==> src/rtl/deser_pkg.sv <==
// deser_pkg: shared FSM state type and default word width for the deserializer
package deser_pkg;
  typedef enum logic [1:0] {IDLE, SHIFT, DONE} deser_state_t;
  localparam int DESER_WIDTH_DEFAULT = 16;
endpackage

==> src/rtl/deser_bit_counter.sv <==
// deser_bit_counter: counts received bits, flags the last bit of a word
module deser_bit_counter
  import deser_pkg::*;
#(
  parameter int WIDTH = DESER_WIDTH_DEFAULT
) (
  input  logic clk,
  input  logic reset_n,
  input  logic clr_i,
  input  logic load_i,
  input  logic inc_i,
  output logic tc_o
);
  localparam int CW = $clog2(WIDTH + 1);
  logic [CW-1:0] cnt_q, cnt_d;
  // clear wins over load (first bit), load wins over increment
  always_comb cnt_d = clr_i ? '0 : load_i ? CW'(1) : inc_i ? cnt_q + CW'(1) : cnt_q;
  // count register
  always_ff @(posedge clk or negedge reset_n) begin
    if (!reset_n) cnt_q <= '0;
    else cnt_q <= cnt_d;
  end
  // high while the next sampled bit is the last one of the word
  assign tc_o = (cnt_q == CW'(WIDTH - 1));
endmodule

==> src/rtl/deserializer.sv <==
// deserializer: collects WIDTH serial bits into one parallel word with a valid pulse
module deserializer
  import deser_pkg::*;
#(
  parameter int WIDTH     = DESER_WIDTH_DEFAULT,
  parameter int MSB_FIRST = 1
) (
  input  logic             clk,
  input  logic             reset_n,
  input  logic             sdata,
  input  logic             start,
  output logic [WIDTH-1:0] pdata,
  output logic             valid
);
  deser_state_t     state_q, state_d;
  logic [WIDTH-1:0] shreg_q, shreg_d, pdata_q, pdata_d, shift_src, shift_w;
  logic             valid_q, valid_d, cnt_clr, cnt_load, cnt_inc, cnt_tc;
  deser_bit_counter #(.WIDTH(WIDTH)) u_cnt (
    .clk    (clk),
    .reset_n(reset_n),
    .clr_i  (cnt_clr),
    .load_i (cnt_load),
    .inc_i  (cnt_inc),
    .tc_o   (cnt_tc)
  );
  // a new word starts from zero so the IDLE->SHIFT edge captures bit 0 cleanly
  assign shift_src = (state_q == SHIFT) ? shreg_q : '0;
  assign shift_w   = (MSB_FIRST != 0) ? ((shift_src << 1) | WIDTH'(sdata))
                                      : ((shift_src >> 1) | {sdata, {(WIDTH-1){1'b0}}});
  // next-state, shift, completion and counter control
  always_comb begin
    state_d  = state_q;
    shreg_d  = shreg_q;
    pdata_d  = pdata_q;
    valid_d  = 1'b0;
    cnt_clr  = 1'b0;
    cnt_load = 1'b0;
    cnt_inc  = 1'b0;
    case (state_q)
      IDLE: if (start) begin
        shreg_d  = shift_w;
        cnt_load = 1'b1;
        state_d  = SHIFT;
      end
      SHIFT: if (!start) begin
        cnt_clr = 1'b1;
        state_d = IDLE;
      end else begin
        shreg_d = shift_w;
        cnt_inc = 1'b1;
        if (cnt_tc) begin
          pdata_d = shift_w;
          valid_d = 1'b1;
          state_d = DONE;
        end
      end
      DONE: if (!start) begin
        cnt_clr = 1'b1;
        state_d = IDLE;
      end
      default: state_d = IDLE;
    endcase
  end
  // state, shift register and output registers
  always_ff @(posedge clk or negedge reset_n) begin
    if (!reset_n) begin
      state_q <= IDLE;
      shreg_q <= '0;
      pdata_q <= '0;
      valid_q <= 1'b0;
    end else begin
      state_q <= state_d;
      shreg_q <= shreg_d;
      pdata_q <= pdata_d;
      valid_q <= valid_d;
    end
  end
  assign pdata = pdata_q;
  assign valid = valid_q;
endmodule

==> config.mk <==
export PLATFORM = sky130hd
export DESIGN_NAME = deserializer
export DESIGN_NICKNAME = d
export VERILOG_FILES = /design/src/rtl/deser_pkg.sv /design/src/rtl/deser_bit_counter.sv /design/src/rtl/deserializer.sv
export SDC_FILE = /design/constraint.sdc
export NUM_CORES = 1
export LEC_CHECK = 0
export BUFFER_PORTS_ARGS = -buffer_cell sky130_fd_sc_hd__buf_2
export CORE_MARGIN = 2
export CORE_UTILIZATION = 45
export CTS_CLUSTER_SIZE = 8
export DETAILED_ROUTE_END_ITERATION = 16
export PLACE_DENSITY = 0.69
export SYNTH_ARGS = -nofsm -noshare
export SYNTH_HDL_FRONTEND = slang
export SYNTH_SLANG_ARGS = --single-unit
==> constraint.sdc <==
create_clock -name clk -period 1.6 [get_ports clk]
set_input_delay 0.16 -clock clk [delete_from_list [all_inputs] [get_ports clk]]
set_output_delay 0.16 -clock clk [all_outputs]
set_load 0.03 [all_outputs]
=== Word-level counts from Yosys, hierarchy flattened ===
Index checks and enable logic that the tools add are counted.

* Flip-flop bits (word level): 39
* Input port bits: 4
* Output and inout bits: 17
* Word-level logic and storage cells: 37

* Add/subtract/negate cells: 1
* Equal/unequal tests: 6
* Mux-type cells: 17
* Bitwise logic cells: 1
* Reduce and logical (&&, ||, !) cells: 7

{| class="wikitable"
|+ Operators by type and width
! cell !! number
|-
| $or 16x1->16 || 1
|-
| $mux 15 || 1
|-
| $mux 5 || 3
|-
| $mux 1 || 8
|-
| $mux 2 || 4
|-
| $pmux 2 s3 || 1
|-
| $reduce_and 3->1 || 2
|-
| $add 5x1->5 const B || 1
|-
| $eq 5x4->1 const B || 1
|-
| $ne 2x2->1 const B || 2
|-
| $reduce_or 2->1 || 2
|-
| $ne 3x3->1 const B || 1
|-
| $reduce_bool 3->1 || 1
|-
| $eq 2x1->1 const B || 1
|-
| $eq 2x2->1 const B || 1
|-
| $logic_not 2->1 || 1
|-
| $reduce_and 2->1 || 1
|}

=== Longest topological paths before layout ===
Gate-level depths: netlist of the first run.

* Word-level depth: 5
* Mapped depth: 7

=== Hierarchy ===
Synthesis of the first run repeated with hierarchy kept, for this count alone.

* Cell total of the unflattened synthesis: 147
* Area total of the unflattened synthesis: 1689.1 µm²

{| class="wikitable"
|+ Modules (own cells, without submodules)
! module !! times used !! cells an instance !! area an instance (µm²) !! seq. area each (µm²)
|-
| deserializer || 1 || 122 || 1392.6 || 850.8
|-
| deser_bit_counter || 1 || 25 || 296.5 || 125.1
|}

=== Least setup slack after synthesis of the first run ===
OpenSTA, ideal clock, no wires.

* Path kind: reg-to-reg
* From: register u_cnt.cnt_q[0]
* To: register state_q[0]
* Library setup time: 0.125 ns
* Data arrival time: 1.653 ns
* Required time: 1.475 ns
* Slack: -0.178 ns
* Stages on the path, launching flop included: 7
* Period minus slack after synthesis: 1.778 ns
* Path through: dfrtp_1 ha_1 and3_1 ha_1 nand2b_1 a31oi_1 mux2_2

* Word-level cells in the longest chain between the ends: 3

{| class="wikitable"
|+ RTL lines
! what !! line !! source
|-
| start: declaration || deser_bit_counter.sv:15 || <nowiki>logic [CW-1:0] cnt_q, cnt_d;</nowiki>
|-
| start signal: assignment || deser_bit_counter.sv:21 || <nowiki>else cnt_q <= cnt_d;</nowiki>
|-
| $eq 5x4->1 || deser_bit_counter.sv:24 || <nowiki>assign tc_o = (cnt_q == CW'(WIDTH - 1));</nowiki>
|-
| $ne 3x3->1 (no line) || -- ||
|-
| $reduce_and 3->1 (no line) || -- ||
|-
| end signal: assignment || deserializer.sv:72 || <nowiki>state_q <= state_d;</nowiki>
|-
| end: declaration || deserializer.sv:15 || <nowiki>deser_state_t state_q, state_d;</nowiki>
|}

Every way passes these cells.
A chain may end at the register's enable or synchronous reset.

=== Worst setup path after layout of the first run ===
* From: register u_cnt.cnt_q[1]
* To: register state_q[0]

The elaborated chain is that of the path after synthesis.

==> results of run 1 <==
-- area by class of cell --
| type | count | area share |
|---|---|---|
| Clock inverter | 2 | 0.02796 |
| Sequential cell | 39 | 0.4543 |
| Tap cell | 48 | 0.02796 |
| Timing Repair Buffer | 31 | 0.1060 |
| Clock buffer | 6 | 0.03378 |
| Multi-Input combinational cell | 94 | 0.3378 |
| Inverter | 7 | 0.01223 |
-- per-stage QoR --
step / instance area, um^2 / total power (uW) / worst slack, ns / setup TNS, ns / hold slack, ns
after floorplan: 1745 / 1514 / -0.02909 / -0.02909 / -0.1356
after global placement: 1937 / 1623 / -0.03846 / -0.03846 / 0.2309
after detailed placement: 1937 / 1672 / -0.09702 / -0.6403 / 0.2414
after CTS: 2113 / 2665 / -0.07227 / -0.07350 / 0.1169
after global routing: 2148 / 2793 / -0.1008 / -0.7052 / 0.1183
final: 2148 / 2651 / -0.05602 / -0.07075 / 0.1236
-- flip-flops by register name, summed over array words and instances, names as in the netlist --
signal	cells
state_q	2
valid	1
u_cnt.cnt_q	5
shreg_q	15
pdata	16
-- cells by family after synthesis --
group           after synthesis
simple gates                 43
flops                        39
compound gates               24
mux                          19
buf+inv                      14
fa+ha+maj                     6
xor+xnor                      2
-- what timing repair did --
action / CTS / global route
setup endpoints to repair: 18 / 19
hold buffers: 1 / 0
cloned: 0 / 1
gates resized for setup: 7 / 2
hold endpoints to repair: 39 / 0
buffers inserted: 1 / 1
-- routing by layer --
| layer | up-vias | global-route usage | routed length [um] |
|---|---|---|---|
| li1 | 546 | - | - |
| met1 | 542 | 0.2120 | 1421 |
| met2 | 21 | 0.2577 | 1531 |
| met3 | 6 | 0.05137 | 80 |
| met4 | 0 | 0.1042 | 84 |
| met5 | - | 0 | 0 |
-- placed cells by master, fill, tap and decap left out --
cell           count
a21oi_1            2
a22o_1             1
a31oi_4            1
and3_4             1
buf_12             2
buf_2             20
buf_4              7
bufinv_16          2
clkbuf_1           1
clkbuf_16          1
clkbuf_8           5
dfrtp_1           39
dlygate4sd3_1      1
ha_1               3
ha_2               2
ha_4               1
inv_1              6
inv_2              1
mux2_2             1
mux2_4            17
mux2i_1            1
nand2_1           35
nand2b_1           1
nand2b_4           1
nand3_1            1
nand3_4            1
nand4_1            1
nor2_1             2
o21ai_0           20
xor2_1             2
-- power breakdown --
group / internal (uW) / leakage (uW) / total [uW] / switching, uW
Clock: 623 / 0.0000654 / 956 / 333
Sequential: 1060 / 0.000535 / 1130 / 63.0
Combinational: 246 / 0.000507 / 570 / 324
Total: 1930 / 0.00111 / 2650 / 719
-- worst max-delay path by stage --
stage / start / to / slack, ns / cells past startpoint
final: u_cnt.cnt_q[1] / state_q[0] / -0.06 / 6
after global routing: u_cnt.cnt_q[1] / state_q[0] / -0.10 / 6
after CTS: u_cnt.cnt_q[1] / state_q[0] / -0.07 / 6
after detailed placement: u_cnt.cnt_q[0] / state_q[0] / -0.1 / 6
after global placement: u_cnt.cnt_q[0] / state_q[0] / -0.04 / 6
after floorplan: u_cnt.cnt_q[1] / state_q[0] / -0.03 / 6
==> impl_results.md, run 1 <==
* Status: complete, but fails checks
* Failing checks: negative setup slack
* Mapped Nets at 157
* I/O pins at 21
* Fmax at 0.6039 GHz
* Worst slew pin tran at 0.4756 ns
* End of the worst hold path: shreg_q[0]
* Top FF cell, synth: dfrtp_1
* Die Y-Extent at 65.38 um
* Finished Layout Cells at 227
* CP max stage delay at 0.39 ns
* Worst path bufs/invs at 0
* Grt ovf at 0
* Wire per inst at 13.74 um
* Crit end category: flop
* # Max-Cap Violations at 0
* Max FO, Critical Path at 2
* Drt pass-1 iters at 4
* Number of synthesized flops with an enable pin at 0
* Fin crit share at 1.035
* Post-synthesis simple-gate area fraction at 0.1100
* Worst path arrival time at 1.83 ns
* Worst r2r path cells at 6
* Filler instances at 321
* Post-Syn Instances at 147
* LEAKAGE at 0.001107 uW
* H-tree depth at 2
* Worst skew pair latency at 0.29 ns
* Syn avg cell area at 11.53 um^2
* Relative slew slack at 0.6829
* Portion of netlist area occupied by mux cells at 0.1454
* Compound-cell area share of the yosys netlist at 0.07380
* Detailed Route WL at 3.118 mm
* Cells after DPL at 215
* Setup CP Type: flop to flop
* Area taken by multi-input logic gates at 725.7 um^2
* Routed via count at 1115
* Avg Vias per Cell at 4.912
* Synth area leader: dfrtp_1
* Final antenna-violating net count at 0
* Hold path cells at 2
* Worst vdd ir at 0.0004776 V
* WP data required at 1.78 ns
* Total core area at 0.003633 mm^2
* Final Net Count at 188
* Initial antenna violation count at 0
* Hold WC Path Type: input pin to flop
* RR Endpoint: state_q[0]
* Min-Delay Startpoint: sdata
* Adder-Cell Fraction of Synth Area at 0.04428
* CP max stage cell: dfrtp_1
* Number of global-route vias before repair at 1161
* XOR/XNOR share of the synthesized area at 0.01033
* Power per cell area at 1234 mW/mm^2
* Slew Viols, Final at 0
* Top-area cell type share of the netlist area at 0.5756
* Register area at 975.9 um^2
* Register area share after synthesis at 0.5756
* Critical path's top delay family: flip-flops
* Largest family of logic cells by synthesized area: multiplexers
* Most frequent cells after synthesis: 39 x dfrtp_1, 35 x nand2_1, 20 x o21ai_0
* Setup Skew at 0.004714 ns
* Reg2Reg Setup Slack at -0.06 ns
* Setup violators final at 6
* Share of layout cells above drive strength 1 at 0.3520
* Die Wd at 65.38 um
* Clock tree sinks at 39
* Synthesis-stage register bit count at 39
* Initial cell density of the core at 0.4666
* First-pass GRT wire length at 5.306 mm
* TritonCTS buffer count at 5
* Synth top area cells: dfrtp_1 58%, mux2_4 8.0%, nand2_1 7.7%
* Yosys warnings at 0
* Mapped Area at 0.001695 mm^2
* Number of remaining DRC errors at 0
* Root buffer cell: clkbuf_8
* Final HPWL from detailed placement at 2.090 mm
* Die ar. at 0.004275 mm^2
* Fin util at 0.5913
* CP cell instances: ha_2 > and3_4 > ha_4 > nand2b_4 > a31oi_4 > mux2_4
* Total global-route track usage at 0.1697
* Largest net degree at the start of global routing at 40
* FP Rows at 22
* Worst R2R Start: u_cnt.cnt_q[1]
* Diodes inserted at 0
* Area growth, synth to finish at 26.72%
* Worst-path clk slew at 0.07 ns
* PortBufs at 20
* Most common cell in the netlist: dfrtp_1
* Distinct cells, synth at 22
* Startpoint types: flop
* GPL Wtd Cong at 0.7196
* Fraction of registers with async set or reset after synthesis at 1.000
* CTS tree: built
* Clock Path Buffers at 2
* Unrepaired setup endpoints after global routing: true
* Min Clock Period, post-route at 1.656 ns
* Setup WS post-layout at -0.05602 ns
* Endpoints failing hold at 0
* Initial detailed-routing violation count at 35
(Power assumes the default switching activity.)
==> run 2: changes to the inputs <==
--- a/config.mk
+++ b/config.mk
@@ -10,7 +10,7 @@
 export CORE_UTILIZATION = 45
 export CTS_CLUSTER_SIZE = 8
 export DETAILED_ROUTE_END_ITERATION = 16
-export PLACE_DENSITY = 0.69
+export PLACE_DENSITY = 0.66
 export SYNTH_ARGS = -nofsm -noshare
 export SYNTH_HDL_FRONTEND = slang
 export SYNTH_SLANG_ARGS = --single-unit
==> constraint.sdc (replaced) <==
create_clock -name clk -period 2.1 [get_ports clk]
set_input_delay 0.21 -clock clk [delete_from_list [all_inputs] [get_ports clk]]
set_output_delay 0.21 -clock clk [all_outputs]
set_load 0.03 [all_outputs]
==> run 2 against run 1 <==
Effect of this change: the run now ends clean; utilization decreased by 5.2 points; clock power decreased by 23%; combinational power decreased by 45%; worst hold slack got worse by 0.11 ns; final cell count decreased by 4.0%; global-route usage decreased by 1.4 points; critical path type unchanged; highest routed layer unchanged.
==> impl_results.md, run 2 (synthesis results as in run 1) <==
* Area growth, synth to finish at 15.65%
* CP cell instances: ha_1 > and3_1 > ha_1 > nand2b_1 > a31oi_1 > mux2_2
* Setup tns final at 0 ns
* Switching Power at 511.9 uW
* Avg Vias per Cell at 4.963
* Setup Skew at 0.009810 ns
* First-pass GRT wire length at 4.885 mm
* Fmax at 0.5144 GHz
* Setup CP Type: flop to flop
* Endpoints failing hold at 0
* Number of global-route vias before repair at 1099
* Diodes inserted at 0
* CP max stage cell: dfrtp_1
* H-tree depth at 2
* CP max stage delay at 0.43 ns
* Commonest non-fill, non-tap cell in the layout: dfrtp_1
* Drt pass-1 iters at 4
* Detailed Route WL at 2.764 mm
* Worst path arrival time at 2.12 ns
* Number of remaining DRC errors at 0
* Final antenna-violating net count at 0
* Clock tree sinks at 39
* LEAKAGE at 0.001018 uW
* Switching Share at 0.2679
* Total global-route track usage at 0.1552
* CP dominant cell by count: ha_1
* Die Wd at 65.38 um
* Combinational Power Share at 0.164
* Relative slew slack at 0.4512
* FP Rows at 22
* Hold WC Path Type: input pin to asynchronous set/reset pin
* Grt ovf at 0
* Initial detailed-routing violation count at 66
* Root buffer cell: clkbuf_8
* Fin crit share at 0.9257
* Initial cell density of the core at 0.4666
* Filler instances at 336
* Routed via count at 1082
* Worst path bufs/invs at 0
* Fin util at 0.5396
* Worst skew pair latency at 0.29 ns
* Sequential share of power at 0.453
* Critical path's top delay family: adder cells
* Hold Buf Count CTS at 0
* Min Clock Period, post-route at 1.944 ns
* Setup bufs post-CTS at 0
* Clock Path Buffers at 2
* Power per cell area at 974.7 mW/mm^2
* Wire per inst at 12.68 um
* Startpoint types: flop
* # Max-Cap Violations at 0
* Slew Viols, Final at 0
* Crit end category: flop
* Total core area at 0.003633 mm^2
* Area taken by multi-input logic gates at 650.6 um^2
* PortBufs at 20
* Largest net degree at the start of global routing at 40
* Post-CTS resize count at 0
* GPL Wtd Cong at 0.7457
* Setup violators final at 0
* Internal at 1399 uW
* CTS tree: built
* Unrepaired setup endpoints after global routing: false
* Share of layout cells above drive strength 1 at 0.2824
* Worst slew pin tran at 0.8232 ns
* Initial antenna violation count at 0
* Max FO, Critical Path at 5
* Max FFs per register at 16
* TritonCTS buffer count at 5
* Clock power share at 0.383
* I/O pins at 21
* Worst vdd ir at 0.0004758 V
* Die Y-Extent at 65.38 um
* Final Net Count at 179
* Die ar. at 0.004275 mm^2
* Status: completed
* WP data required at 2.28 ns
* Final HPWL from detailed placement at 1.830 mm
* Register area at 975.9 um^2
* Worst-path clk slew at 0.07 ns
* Commonest cells after routing, fill and taps aside: 39 x dfrtp_1, 35 x nand2_1, 20 x o21ai_0, 20 x buf_2
[run 2: area by class of cell]
cell class | count | area share
Clock buffer | 6 | 0.03701
Clock inverter | 2 | 0.03063
Inverter | 7 | 0.01340
Multi-Input combinational cell | 94 | 0.3318
Sequential cell | 39 | 0.4978
Tap cell | 48 | 0.03063
Timing Repair Buffer | 22 | 0.05871
[run 2: stage by stage]
step / std cells / worst slack [ns] / power (uW) / hold slack, ns / instance area, um^2
detailed placement: 210 / 0.1999 / 1190 / 0.3677 / 1828
global route: 218 / 0.09569 / 2020 / 0.08029 / 1961
CTS: 218 / 0.1898 / 1933 / 0.04812 / 1961
global placement: 210 / 0.2747 / 1167 / 0.3503 / 1828
floorplan: 147 / 0.3221 / 1108 / -0.08559 / 1695
finish: 218 / 0.1561 / 1911 / 0.009801 / 1961
[run 2: per-layer routing]
metal	track usage	share of wire	vias to the layer above
met4	0.07813	0.022	0
li1	-	-	527
met3	0.06164	0.050	7
met1	0.1779	0.45	527
met2	0.2513	0.48	21
met5	0	0	-
[run 2: worst paths after layout]
path	startpoint	slack [ns]	cells past startpoint	endpoint
hold / removal	reset_n	0.01	1	pdata[1]
setup / recovery	u_cnt.cnt_q[0]	0.16	6	state_q[0]
hold reg to reg	shreg_q[14]	0.48	2	shreg_q[14]
min in group clk	sdata	0.17	2	pdata[0]
max in group asynchronous	reset_n	1.56	1	pdata[4]
setup reg to reg	u_cnt.cnt_q[0]	0.16	6	state_q[0]
[run 2: power groups by stage]
stage,combinational [uW],clock (uW),sequential [uW]
final,314,732,865
after detailed placement,313,0,877
after global placement,296,0,871
after global routing,356,790,873
after floorplan,246,0,863
after CTS,317,751,865
